==> src/rtl/lpc_decode.sv <==
// LPC synthesis filter: rebuilds a frame from excitation and ORDER predictor taps, one MAC per cycle.
// Optional LPC_DECODE_SAT_EN clips results to the DW range; otherwise results wrap to DW bits.
module lpc_decode #(
  parameter int ORDER     = 10,
  parameter int FRAME_LEN = 160,
  parameter int DW        = 16,
  parameter int CW        = 16,
  parameter int FRAC      = 12
) (
  input  logic                 clk,
  input  logic                 reset,
  input  logic                 start,
  input  logic                 a_wen,
  input  logic [3:0]           a_waddr,
  input  logic signed [CW-1:0] a_din,
  input  logic                 e_wen,
  input  logic [7:0]           e_waddr,
  input  logic signed [DW-1:0] e_din,
  output logic                 y_valid,
  output logic [7:0]           y_addr,
  output logic signed [DW-1:0] y_dout,
  output logic                 busy,
  output logic                 done
);

  localparam int unsigned AW = 2 * DW + 8;
  localparam int unsigned PW = CW + DW;
  localparam int unsigned KW = 4;
  localparam int unsigned NW = 8;

  typedef enum logic [2:0] {
    S_IDLE,
    S_LOAD,
    S_MAC,
    S_OUT,
    S_DONE
  } state_t;

  state_t state, next_state;

  logic signed [CW-1:0] a_mem [ORDER];
  logic signed [DW-1:0] e_mem [FRAME_LEN];
  logic signed [DW-1:0] hist  [ORDER];

  logic [NW-1:0]        n;
  logic [KW-1:0]        tap;
  logic signed [AW-1:0] acc;
  logic signed [PW-1:0] prod_c;
  logic signed [DW-1:0] y_next_c;

  // Coefficient and excitation RAMs; only writable while idle, never cleared.
  always_ff @(posedge clk) begin
    if (state == S_IDLE) begin
      if (a_wen && (a_waddr < KW'(ORDER))) begin
        a_mem[a_waddr] <= a_din;
      end
      if (e_wen && (e_waddr < NW'(FRAME_LEN))) begin
        e_mem[e_waddr] <= e_din;
      end
    end
  end

  always_ff @(posedge clk or posedge reset) begin
    if (reset) begin
      state <= S_IDLE;
    end else begin
      state <= next_state;
    end
  end

  always_comb begin
    next_state = state;
    case (state)
      S_IDLE: if (start) next_state = S_LOAD;
      S_LOAD: next_state = S_MAC;
      S_MAC:  if (tap == KW'(ORDER - 1)) next_state = S_OUT;
      S_OUT:  next_state = (n == NW'(FRAME_LEN - 1)) ? S_DONE : S_LOAD;
      S_DONE: next_state = S_IDLE;
      default: next_state = S_IDLE;
    endcase
  end

  // tap indexes a[tap+1] against s[n-tap-1]
  always_comb begin
    prod_c = PW'(a_mem[tap]) * PW'(hist[tap]);
  end

`ifdef LPC_DECODE_SAT_EN
  localparam int unsigned RW = AW - FRAC;
  localparam logic signed [RW-1:0] RES_MAX = RW'((1 <<< (DW - 1)) - 1);
  localparam logic signed [RW-1:0] RES_MIN = ~RES_MAX;

  logic signed [RW-1:0] res_c;

  always_comb begin
    res_c = RW'(acc >>> FRAC);
    if (res_c > RES_MAX) begin
      y_next_c = {1'b0, {(DW - 1){1'b1}}};
    end else if (res_c < RES_MIN) begin
      y_next_c = {1'b1, {(DW - 1){1'b0}}};
    end else begin
      y_next_c = res_c[DW-1:0];
    end
  end
`else
  // Floor shift then keep the low DW bits (two's-complement wrap).
  always_comb begin
    y_next_c = acc[FRAC +: DW];
  end
`endif

  always_ff @(posedge clk or posedge reset) begin
    if (reset) begin
      n       <= '0;
      tap     <= '0;
      acc     <= '0;
      y_valid <= 1'b0;
      y_addr  <= '0;
      y_dout  <= '0;
      busy    <= 1'b0;
      done    <= 1'b0;
      for (int i = 0; i < ORDER; i++) begin
        hist[i] <= '0;
      end
    end else begin
      y_valid <= 1'b0;
      done    <= 1'b0;
      case (state)
        S_IDLE: begin
          if (start) begin
            busy <= 1'b1;
            n    <= '0;
          end
        end
        S_LOAD: begin
          acc <= AW'(e_mem[n]) <<< FRAC;
          tap <= '0;
        end
        S_MAC: begin
          acc <= acc + AW'(prod_c);
          if (tap != KW'(ORDER - 1)) begin
            tap <= tap + KW'(1);
          end
        end
        S_OUT: begin
          y_dout  <= y_next_c;
          y_addr  <= n;
          y_valid <= 1'b1;
          hist[0] <= y_next_c;
          for (int i = 1; i < ORDER; i++) begin
            hist[i] <= hist[i-1];
          end
          if (n != NW'(FRAME_LEN - 1)) begin
            n <= n + NW'(1);
          end
        end
        S_DONE: begin
          done <= 1'b1;
          busy <= 1'b0;
        end
        default: ;
      endcase
    end
  end

endmodule

==> config.mk <==
export PLATFORM = sky130hd
export DESIGN_NAME = lpc_decode
export DESIGN_NICKNAME = d
export VERILOG_FILES = /design/src/rtl/lpc_decode.sv
export SDC_FILE = /design/constraint.sdc
export NUM_CORES = 2
export LEC_CHECK = 0
export CORE_MARGIN = 2
export CORE_UTILIZATION = 59
export CTS_BUF_LIST = sky130_fd_sc_hd__clkbuf_2 sky130_fd_sc_hd__clkbuf_4 sky130_fd_sc_hd__clkbuf_8
export CTS_CLUSTER_DIAMETER = 100
export DETAILED_ROUTE_END_ITERATION = 12
export PLACE_DENSITY = 0.88
export RECOVER_POWER = 100
export SLEW_MARGIN = 20
export SYNTH_ARGS = -nofsm -noshare
export SYNTH_HDL_FRONTEND = slang
export SYNTH_SLANG_ARGS = --single-unit
==> constraint.sdc <==
create_clock -name clk -period 8.7 [get_ports clk]
set_input_delay 1.305 -clock clk [delete_from_list [all_inputs] [get_ports clk]]
set_output_delay 1.305 -clock clk [all_outputs]
set_load 0.05 [all_outputs]
; ---- Yosys cells after proc, flatten, opt, wreduce, memory -nomap -nowiden
; Memories as Yosys holds them, arrays and structs flattened.
; Index checks and enable logic that the tools add are counted.
[totals]
reg_bits = 226
mem_bits_rw = 2720
inputBits = 49
word_cells = 73
memories = 2
[op_classes]
addsub = 3
multipliers = 1
n_lt_le_gt_ge = 3
n_eq_ne = 12
muxes = 23
n_bitwise = 1
reduce_logical = 10
[mem_list]
columns = name, depth, word_bits, rd, rd_clocked_by_memory_dff, wr, line_no
row1 = e_mem, 160, 16, 1, 0, 1, 42  ; logic signed [DW-1:0] e_mem [FRAME_LEN];
row2 = a_mem, 10, 16, 1, 0, 1, 41  ; logic signed [CW-1:0] a_mem [ORDER];
[ops]
columns = op, n
row1 = $pmux W40 S2, 1
row2 = $bmux W16 S4, 1
row3 = $add A40 B32 Y40, 1
row4 = $mul A16 B16 Y32, 1
row5 = $mux W16, 2
row6 = $mux W8, 2
row7 = $pmux W8 S2, 1
row8 = $pmux W3 S4, 1
row9 = $mux W1, 9
row10 = $mux W3, 3
row11 = $add A8 B1 Y8 const B, 1
row12 = $eq A8 B8 Y1 const B, 1
row13 = $lt A8 B8 Y1 const B, 1
row14 = $ne A2 B2 Y1 const B, 4
row15 = $ne A8 B8 Y1 const B, 1
row16 = $pmux W4 S2, 1
row17 = $eq A3 B2 Y1 const B, 2
row18 = $reduce_and A2 Y1, 3
row19 = $reduce_bool A2 Y1, 3
row20 = $ge A5 B5 Y1 const B, 1
row21 = $not A4 Y5, 1
row22 = $add A4 B1 Y4 const B, 1
row23 = $eq A4 B4 Y1 const B, 1
row24 = $lt A4 B4 Y1 const B, 1
row25 = other kinds (8), 9

; ---- Depth between registers and ports, before layout
[logic_depth]
ltp_word = 7
ltp_mapped = 35
mapped_depth_nobuf = 28

; ---- Worst setup path before layout
; OpenSTA, ideal clock, no wires.
[synth_timing]
path_type = reg-to-reg
startpoint = reg tap[0]
endpoint = reg acc[27]
arrival_time_ns = 8.195
required_time_ns = 8.557
path_slack_ns = 0.362
path_stages_with_launch = 31
n_path_buf = 7
period_less_slack_ns = 8.338
cell_sequence = dfrtp_1 > buf_2 > buf_4 > buf_4 > buf_4 > buf_2 > buf_2 > mux4_2 > a22oi_1 > clkbuf_1 > nor2_1 > fa_1 > inv_1 > fa_1 > fa_1 > inv_1 > fa_1 > fa_1 > inv_1 > fa_1 > inv_1 > ha_1 > and3_1 > nand3_1 > o41ai_1 > nand2_1 > o21ai_0 > a21oi_1 > a21oi_1 > xnor2_1 > a22oi_1
[synth_via]
elab_chain_cells = 7
elab_cells_between_ends = 8
classes_between = 1 x add/sub / 1 x mul / 4 x mux / 1 x bitwise / 1 x memory
[synth_lines]
columns = element, line_no
row1 = from (decl), 46  ; logic [KW-1:0] tap;
row2 = from (signal assigned), 142  ; tap <= tap + KW'(1);
row3 = $not A4 Y5 (implied by the code), 85  ; prod_c = PW'(a_mem[tap]) * PW'(hist[tap]);
row4 = $bmux W16 S4, 85
row5 = $mux W16 (implied by the code) (2 in series), 85
row6 = $mul A16 B16 Y32 *, 85
row7 = $add A40 B32 Y40 *, 140  ; acc <= acc + AW'(prod_c);
row8 = $pmux W40 S2 *, 128  ; case (state)
row9 = to (signal assigned), 136  ; acc <= AW'(e_mem[n]) <<< FRAC;
row10 = to (signal assigned), 140
row11 = to (decl), 47  ; logic signed [AW-1:0] acc;
; Every way passes the cells marked *; elsewhere a longest branch is shown, timed or not. The select of a mux whose other input is x is not followed.
; A chain may end at the register's enable or synchronous reset.

; ---- Worst setup path after layout
; Same ends and word-level chain as after synthesis.

==> results.md <==
* # setup viols final at 0
* Die width at 461 µm
* Worst R2R Setup Slack at 0.36 ns
* Post-CTS Setup Repair Bufs at 0
* Routed wire length at 351000 µm
* Initial antenna violation count at 35
* Number of remaining DRC errors at 1
* Final critical-path share of the clock period at 0.959
* GP Congestion at 0.911
* Remaining antenna violation count at 0
* GR Util met2 at 0.515
* Post-DP HPWL at 214000 µm
* Fin. max-slew vios at 3747
* Post-Syn Area at 0.123 mm²
* Met3 usage at 0.0982
* RSZ-0062 raised after global routing: no
* Drt wl/cell at 35.2 µm
* Setup_tns at 0 ns
* Failing checks: design-rule violations, max-capacitance violations, max-slew violations
* GR peak layer: met2
* Synth async-reset ratio at 0.0729
* Hold Vio Cnt, Final at 0
* Vias after detailed routing at 68.3k
* CORE AREA at 0.207 mm²
* Layout area overhead at 10.5%
* Critical Path Slowest Stage Cell: dfrtp_4
* Maxcap violations at 76
* DR iter-0 viols at 12.5k
* First drt pass iteration count at 12
* FF+latch area at 0.0871 mm²
* Peak per-stage delay on the critical path at 0.64 ns
* Tightest Pin Transition at 6.13 ns
* Largest net degree at the start of global routing at 148
* Top FF cell, synth: edfxtp_1
* EDFF count, synth at 2720
* Vias in the first global route at 69.6k
* Grt ovf at 0
* Syn Area/Cell at 19.5 µm²
* Layout cells sized above 1 at 0.240
* Setup slack at placement at 0.590 ns
* Hold buffer count at CTS at 0
* Slew headroom at -3.09
* Crit. End Element: flip-flop
* Worst path top cell family by delay: adder cells
* H-tree Lvls at 5
* IO buf count at 75
* Final core utilization at 0.657
* Synth warn at 0
* Number of synthesized register bits at 2934
* Highest clock rate at 120 MHz
* IO Count at 76
* Total GRT Usage at 0.332
* Nets@finish at 7205
* Post-CTS Resized at 0
* CP Data Required Time at 9.59 ns
* TritonCTS buffer count at 448
* Worst Setup Start Kind: flip-flop
* Syn Inst Count at 6326
* Clock-pin slew on the worst setup and hold paths at 0.07 ns
* Global-route wire length before repair at 495000 µm
* Initial Util at 0.595
* Crit-path max FO at 26
* Die Span Y at 461 µm
* Status: finished, violations left
* Synthesized Nets at 6722
* Worst setup slack after layout at 0.361 ns
* Arr. time, crit path at 9.23 ns
* FP Rows at 167
* CTS tree: yes
* Fill cells at 12.3k
* Footprint of the multi-input gates at 0.0333 mm²
* Top cell by count, worst path: fa_1
* Worst path bufs/invs at 4
* Unique masters post-synth at 52
* Register area share after synthesis at 0.706
* Worst-skew pair later-pin latency at 1.10 ns
* Worst Path Class, Setup: flip-flop to flip-flop
* Routed vias/inst at 6.85
* Clock skew at 0.115 ns
* HP Class: flip-flop to flip-flop
* Die Area at 0.213 mm²
* CTS sink count at 2934
* CTS root buf: clkbuf_8
* Min Tclk post-route at 8.34 ns
* Grt met1 use at 0.420
* Longest Clk Path Bufs at 4
[Yosys cell counts (all sizes together), types with 21 or more instances]
master	n	area [µm²]
mux4	885	19900
buf	176	1020
a211oi	25	188
nor2	341	1280
mux2i	41	410
o21ai	49	245
edfxtp	2720	81700
nor2b	21	131
inv	341	1280
dfrtp	214	5360
nand2	701	2630
xnor2	37	324
a21oi	58	290
fa	255	5100
clkbuf	160	601
ha	92	1150
mux2	29	327
[flip-flops by register name (all words and copies together) (netlist names), 3 cells and up]
name,cells
a_mem,160
acc,28
e_mem,2560
state,3
n,8
hist,160
y_addr,8
tap,4
[cell type report]
cell class / instances / share of cell area
clock buffer: 600 / 0.0542
tap: 2788 / 0.0256
inverter: 343 / 0.00947
timing repair buffer: 369 / 0.0168
antenna: 19 / 0.000349
multi-input combinational: 2713 / 0.245
clock inverter: 200 / 0.00954
sequential: 2934 / 0.639
[path summary, 6_finish.rpt]
| check | startpoint | end | cells after the start |
|---|---|---|---|
| max reg2reg | tap[0]$_DFFE_PP0P_ | acc[27]$_DFFE_PP0P_ | 26 |
| max in group asynchronous | reset | y_addr[1]$_DFFE_PP0P_ | 3 |
| min | hist[107]$_DFFE_PP0P_ | hist[91]$_DFFE_PP0P_ | 2 |
| max | tap[0]$_DFFE_PP0P_ | acc[27]$_DFFE_PP0P_ | 26 |
| min in group asynchronous | reset | hist[159]$_DFFE_PP0P_ | 2 |
| min reg2reg | hist[107]$_DFFE_PP0P_ | hist[91]$_DFFE_PP0P_ | 2 |
[stage by stage]
stage,cell area (µm²),cells,hold WS [ns]
floorplan,123000,6326,0.440
global placement,128000,9145,0.453
detailed placement,128000,9145,0.463
CTS,137000,9945,0.418
global route,136000,9950,0.441
finish,136000,9966,0.438
[per-layer routing]
layer	wire length, µm	vias to the layer above
li1	-	25684
met1	108000	34077
met2	164000	6735
met3	51600	1786
met4	27200	30
met5	225	-
[layout by cell type, fill, tap and decap left out, drive strengths merged, types with 25 or more instances in the layout]
master          n
edfxtp       2720
mux4          885
clkbuf        812
nand2         701
inv           344
nor2          341
fa            255
dfrtp         214
clkinv        175
buf            98
ha             92
a21oi          58
o21ai          49
dlygate4sd3    44
mux2i          41
xnor2          37
mux2           29
a211oi         25
[cells by family (layout without fill, tap and decap cells)]
group	Yosys count	in the layout	share of synthesized area
and+or+nand+nor	1141	1141	0.0367
adders and majority gates	347	347	0.0508
buffers and inverters	679	1512	0.0236
other	0	19	0
muxes	955	955	0.168
xor gates and xnor gates	51	51	0.00362
AOI/OAI and AO/OA	219	219	0.0114
DFF	2934	2934	0.706
[tightest hold or removal path, stage by stage, from the launching register on]
cell and delay [ns]:
dfrtp_1 0.36, nand2_1 0.06, nand2_1 0.05
Power is left out: the tool's default activity adds up to more than one toggle a clock period on the data nets, which glitch-free logic cannot reach.
